**config.mk**
```make
export PLATFORM = sky130hd
export DESIGN_NAME = delay_pulse_rx
export DESIGN_NICKNAME = d
export VERILOG_FILES = /design/src/rtl/delay_pulse_rx.sv
export SDC_FILE = /design/constraint.sdc
export NUM_CORES = 1
export LEC_CHECK = 0
export CAP_MARGIN = 20
export CORE_MARGIN = 4
export CORE_UTILIZATION = 35
export DETAILED_ROUTE_END_ITERATION = 10
export MAX_ROUTING_LAYER = met4
export SYNTH_ARGS = -nofsm -noshare
export SYNTH_HDL_FRONTEND = slang
export SYNTH_SLANG_ARGS = --single-unit
export TNS_END_PERCENT = 30
```
**constraint.sdc**
```tcl
create_clock -name clk -period 2.73 [get_ports clk]
set_input_delay 0.546 -clock clk [delete_from_list [all_inputs] [get_ports clk]]
set_output_delay 0.546 -clock clk [all_outputs]
set_load 0.01 [all_outputs]
```
**src/rtl/delay_pulse_rx.sv**
```systemverilog
// rtl/delay_pulse_rx.sv - receive-side period checker for the periodic delay/pulse generator output
// Optional error tally: define DELAY_PULSE_RX_STATS_EN to enable err_count, otherwise it is tied to 0.
module delay_pulse_rx #(
  parameter int N        = 50000,
  parameter int CBITS    = 16,
  parameter int TOL      = 2,
  parameter int LOCK_CNT = 3
) (
  input  logic             clk,
  input  logic             rst,
  input  logic             sig_in,
  output logic             locked,
  output logic             pulse_ok,
  output logic             early_err,
  output logic             late_err,
  output logic [CBITS-1:0] period_out,
  output logic [7:0]       err_count
);

  localparam int GBITS = (LOCK_CNT < 2) ? 1 : $clog2(LOCK_CNT + 1);
  localparam logic [CBITS-1:0] P_LO     = CBITS'(N + 1 - TOL);
  localparam logic [CBITS-1:0] P_HI     = CBITS'(N + 1 + TOL);
  localparam logic [GBITS-1:0] LOCK_TGT = GBITS'(LOCK_CNT);

  typedef enum logic [1:0] {
    ST_IDLE,
    ST_SYNC,
    ST_LOCKED
  } state_t;

  state_t             state_q, state_d;
  logic               sig_q;
  logic [CBITS-1:0]   gap_q, gap_d;
  logic [GBITS-1:0]   good_cnt_q, good_cnt_d;
  logic               locked_q, locked_d;
  logic               pulse_ok_q, pulse_ok_d;
  logic               early_err_q, early_err_d;
  logic               late_err_q, late_err_d;
  logic [CBITS-1:0]   period_q, period_d;

  logic               rise;
  logic [CBITS-1:0]   meas;
  logic               is_good;
  logic               is_early;
  logic               timeout;
  logic [GBITS-1:0]   good_inc;

  // Edge detect, gap measurement, classification and next-state/output decode
  always_comb begin
    rise     = sig_in & ~sig_q;
    // meas doubles as the saturating increment of the gap counter
    meas     = (&gap_q) ? gap_q : gap_q + 1'b1;
    is_good  = (meas >= P_LO) && (meas <= P_HI);
    is_early = (meas < P_LO);
    // an edge landing on the timeout cycle wins and is judged as a late edge
    timeout  = (state_q != ST_IDLE) && !rise && (gap_q == P_HI);
    good_inc = good_cnt_q + 1'b1;

    gap_d       = rise ? '0 : meas;
    state_d     = state_q;
    good_cnt_d  = good_cnt_q;
    locked_d    = locked_q;
    pulse_ok_d  = 1'b0;
    early_err_d = 1'b0;
    late_err_d  = 1'b0;
    period_d    = period_q;

    case (state_q)
      ST_IDLE: begin
        locked_d = 1'b0;
        if (rise) begin
          good_cnt_d = '0;
          state_d    = ST_SYNC;
        end
      end
      ST_SYNC, ST_LOCKED: begin
        if (rise) begin
          period_d = meas;
          if (is_good) begin
            pulse_ok_d = 1'b1;
            if (state_q == ST_SYNC) begin
              good_cnt_d = good_inc;
              if (good_inc == LOCK_TGT) begin
                state_d  = ST_LOCKED;
                locked_d = 1'b1;
              end
            end
          end else begin
            early_err_d = is_early;
            late_err_d  = ~is_early;
            good_cnt_d  = '0;
            locked_d    = 1'b0;
            state_d     = ST_SYNC;
          end
        end else if (timeout) begin
          late_err_d = 1'b1;
          locked_d   = 1'b0;
          state_d    = ST_IDLE;
        end
      end
      default: begin
        state_d  = ST_IDLE;
        locked_d = 1'b0;
      end
    endcase
  end

  // State, counters and registered outputs
  always_ff @(posedge clk) begin
    if (rst) begin
      state_q     <= ST_IDLE;
      sig_q       <= 1'b0;
      gap_q       <= '0;
      good_cnt_q  <= '0;
      locked_q    <= 1'b0;
      pulse_ok_q  <= 1'b0;
      early_err_q <= 1'b0;
      late_err_q  <= 1'b0;
      period_q    <= '0;
    end else begin
      state_q     <= state_d;
      sig_q       <= sig_in;
      gap_q       <= gap_d;
      good_cnt_q  <= good_cnt_d;
      locked_q    <= locked_d;
      pulse_ok_q  <= pulse_ok_d;
      early_err_q <= early_err_d;
      late_err_q  <= late_err_d;
      period_q    <= period_d;
    end
  end

  assign locked     = locked_q;
  assign pulse_ok   = pulse_ok_q;
  assign early_err  = early_err_q;
  assign late_err   = late_err_q;
  assign period_out = period_q;

`ifdef DELAY_PULSE_RX_STATS_EN
  logic [7:0] err_count_q, err_count_d;

  // Saturating tally of early/late strobes, updated alongside the strobe
  always_comb begin
    err_count_d = err_count_q;
    if ((early_err_d || late_err_d) && (err_count_q != 8'hFF)) begin
      err_count_d = err_count_q + 8'd1;
    end
  end

  // Error tally register
  always_ff @(posedge clk) begin
    if (rst) begin
      err_count_q <= 8'd0;
    end else begin
      err_count_q <= err_count_d;
    end
  end

  assign err_count = err_count_q;
`else
  assign err_count = 8'd0;
`endif

endmodule

```
==> flow_summary.toml <==
[drt]
drt_iter0_markers = 100
final_antenna_net_count = 0
vias_per_cell = 5.36
first_pass_iters = 4
vias = 1995
routed_wl_mm = 5.46
wl_per_cell_um = 14.7
remaining_drc_errors = 0

[global_route]
grt_pass1_vias = 1988
grt_max_degree = 25
track_usage_pct = 15.5
antenna_found_initial = 0
grt-ovfl-total = 0
grt_pass1_wl_mm = 9.35

[yosys]
yosys_most_used_dff = "dfxtp_1"
synthDominantAreaCellType = "dfxtp_1"
synth_mux_area_share_pct = 2.16
postSynthAreaPerCell_um2 = 8.66
synth_cell_types = 61
yosys-top-cells-area = "dfxtp_1 (35%), nor2_1 (7.1%), a211oi_1 (4.5%), buf_4 (3.6%), ha_1 (3.2%)"
yosys_warnings = 0
synthCells = 268
synth_common_cells = "nor2_1 (44), dfxtp_1 (41), a211oi_1 (14)"
yosysSeqAreaShare_pct = 35.4
yosys.area_share.simple_pct = 29.2
ys_seq_elements = 41
synthAdderAreaFrac_pct = 3.24
synth.most_common_cell = "nor2_1"
synth-edff-count = 0
yosysTopAreaCellShare_pct = 35.4
async_reset_ff_share_pct = 0
synth_area_um2 = 2320
synth_xor_area_share_pct = 4.53
synth_compound_area_share_pct = 16.5
synth_top_family_by_area = "simple AND/OR/NAND/NOR gates"

[place]
place_area_um2 = 2610
dp.final_hpwl_mm = 4.21
place_inst = 364
gp_congestion = 0.960
portBuffers = 22

[clocking]
cts_sinks = 41
cts-root-buf = "clkbuf_8"
ctsHoldBuffers = 0
clock_latency_ps = 290
cts_buffers = 5
cts_max_level = 2
clk_path_buf_depth = 2
clk_pin_slew_ps = 80
tritoncts = "built"

[outcome]
status = "completed"

[worst_setup_path]
slowest_delay_ps = 510
path_cells = "nand4_2 -> o32ai_1 -> a21boi_2 -> nor4_4 -> nand2_2 -> or4_1 -> mux2i_1"
worstSetupEndpointType = "flip-flop"
critPathTopFamily = "simple AND/OR/NAND/NOR gates"
worst_path_max_delay_cell = "or4_1"
path_buf_inv = 0
critPathKind = "flip-flop to flip-flop"
crit_path_start_kind = "flip-flop"
worst_ep_arrival_time_ps = 2750
critPathMaxFanout = 8
crit_required_ps = 2950

[sta]
clock_skew_ps = 1.65
fmax_mhz = 395
hold_violations = 0
finalMaxSlewViolations = 0
hold_slack_ps = 454
fin_tns_setup_ps = 0
rsz0062_at_grt = "no"
post-route-period-util_pct = 92.7
setup_violations = 0
slew_headroom_pct = 54.1
max_slew.worst_pin.slew_ps = 689
post-route-min-period_ps = 2530

[worst_hold_path]
hold_path_class = "flip-flop to flip-flop"

[final_layout]
nFillCells = 635
regArea_um2 = 822
area_delta_synth_final_pct = 16.6
num_antenna_cells = 0
utilization_pct = 42.3
final_area_um2 = 2700
finalNonFillerCells = 372
drive_above_1_share_pct = 14.9
finalNetCount = 303
multi_input_area_um2 = 1330

[flow_run]
max_cap_viol_count = 0

[floorplanning]
rows = 29
die_w_um = 89.4
start_util_pct = 36.3
io_pins = 31
dieArea_um2 = 7990
dieHeight_um = 89.4
core_area_um2 = 6390

[power_and_ir_drop]
leakage_nw = 0.950
power.density_nw_per_um2 = 449
vdd_ir_drop_max_mv = 0.269
[state kept, by name, summed over array words and instances, names as in the netlist]
register / cells
early_err: 1
gap_q: 16
good_cnt_q: 2
late_err: 1
locked: 1
period_out: 16
pulse_ok: 1
sig_q: 1
state_q: 2
[area by class of cell]
type | instances | area share, %
Clock inverter | 2 | 0.555
Tap cell | 77 | 3.56
Sequential cell | 41 | 30.4
Timing Repair Buffer | 37 | 12.8
Inverter | 6 | 0.833
Clock buffer | 6 | 2.68
Multi-Input combinational cell | 203 | 49.2
[cell families after synthesis]
group | count (synthesis)
compound gates | 50
mux | 5
xor+xnor | 12
other cells | 1
simple gates | 122
flops | 41
buf+inv | 31
fa+ha+maj | 6
[worst paths after layout]
kind,depth (start not counted),startpoint,end,slack [ps]
worst min register to register,1,good_cnt_q[0]$_SDFFE_PP0P_,good_cnt_q[0]$_SDFFE_PP0P_,450
worst min-delay path,1,good_cnt_q[0]$_SDFFE_PP0P_,good_cnt_q[0]$_SDFFE_PP0P_,450
worst max register to register,7,gap_q[2]$_SDFF_PP0_,state_q[1]$_SDFFE_PP0P_,200
worst max-delay path,7,gap_q[2]$_SDFF_PP0_,state_q[1]$_SDFFE_PP0P_,200
[through the flow]
step           power [mW]  setup WS [ps]
2_1_floorplan       0.772            407
3_3_place_gp        0.835            207
3_5_place_dp        0.836            181
4_1_cts              1.23            173
5_1_grt              1.28           15.2
6_report             1.21            198
[power breakdown]
part | leakage [nW] | switching [mW] | internal [mW]
clock network | 0.0374 | 0.212 | 0.180
logic | 0.579 | 0.0987 | 0.0830
registers | 0.333 | 0.0162 | 0.623
total | 0.950 | 0.327 | 0.887
[timing repair]
| action | in CTS | in global routing |
|---|---|---|
| buffers inserted | 0 | 0 |
| endpoints found under the setup margin | 0 | 4 |
| gates resized for setup | 0 | 3 |
[cell usage in the layout, fill, tap and decap left out, types with 3 or more instances in the layout]
master,synthesis,final
nor4_1,7,6
mux2i_1,5,5
clkbuf_8,0,5
nor3_1,9,9
nor2_1,44,44
a31oi_1,3,3
inv_1,6,6
nand4_1,5,5
buf_4,11,14
nand3_1,7,7
nand2b_1,6,6
a211oi_1,14,14
ha_1,6,5
xor2_1,5,5
clkdlybuf4s50_1,0,22
a21oi_1,9,9
nand2_1,11,11
o21ai_0,3,3
and3_1,6,6
xnor2_1,7,7
dfxtp_1,41,40
conb_1,1,8
[per-layer routing]
metal  vias up  part of all wire, %  GRT usage (%)
met4         0                  1.1           4.33
met5         -                    0              -
met2        64                   47           24.6
met1       925                   46           19.7
met3         4                  5.0           3.41
li1       1002                    -              -
No activity file was read; power rests on OpenSTA's default activity.
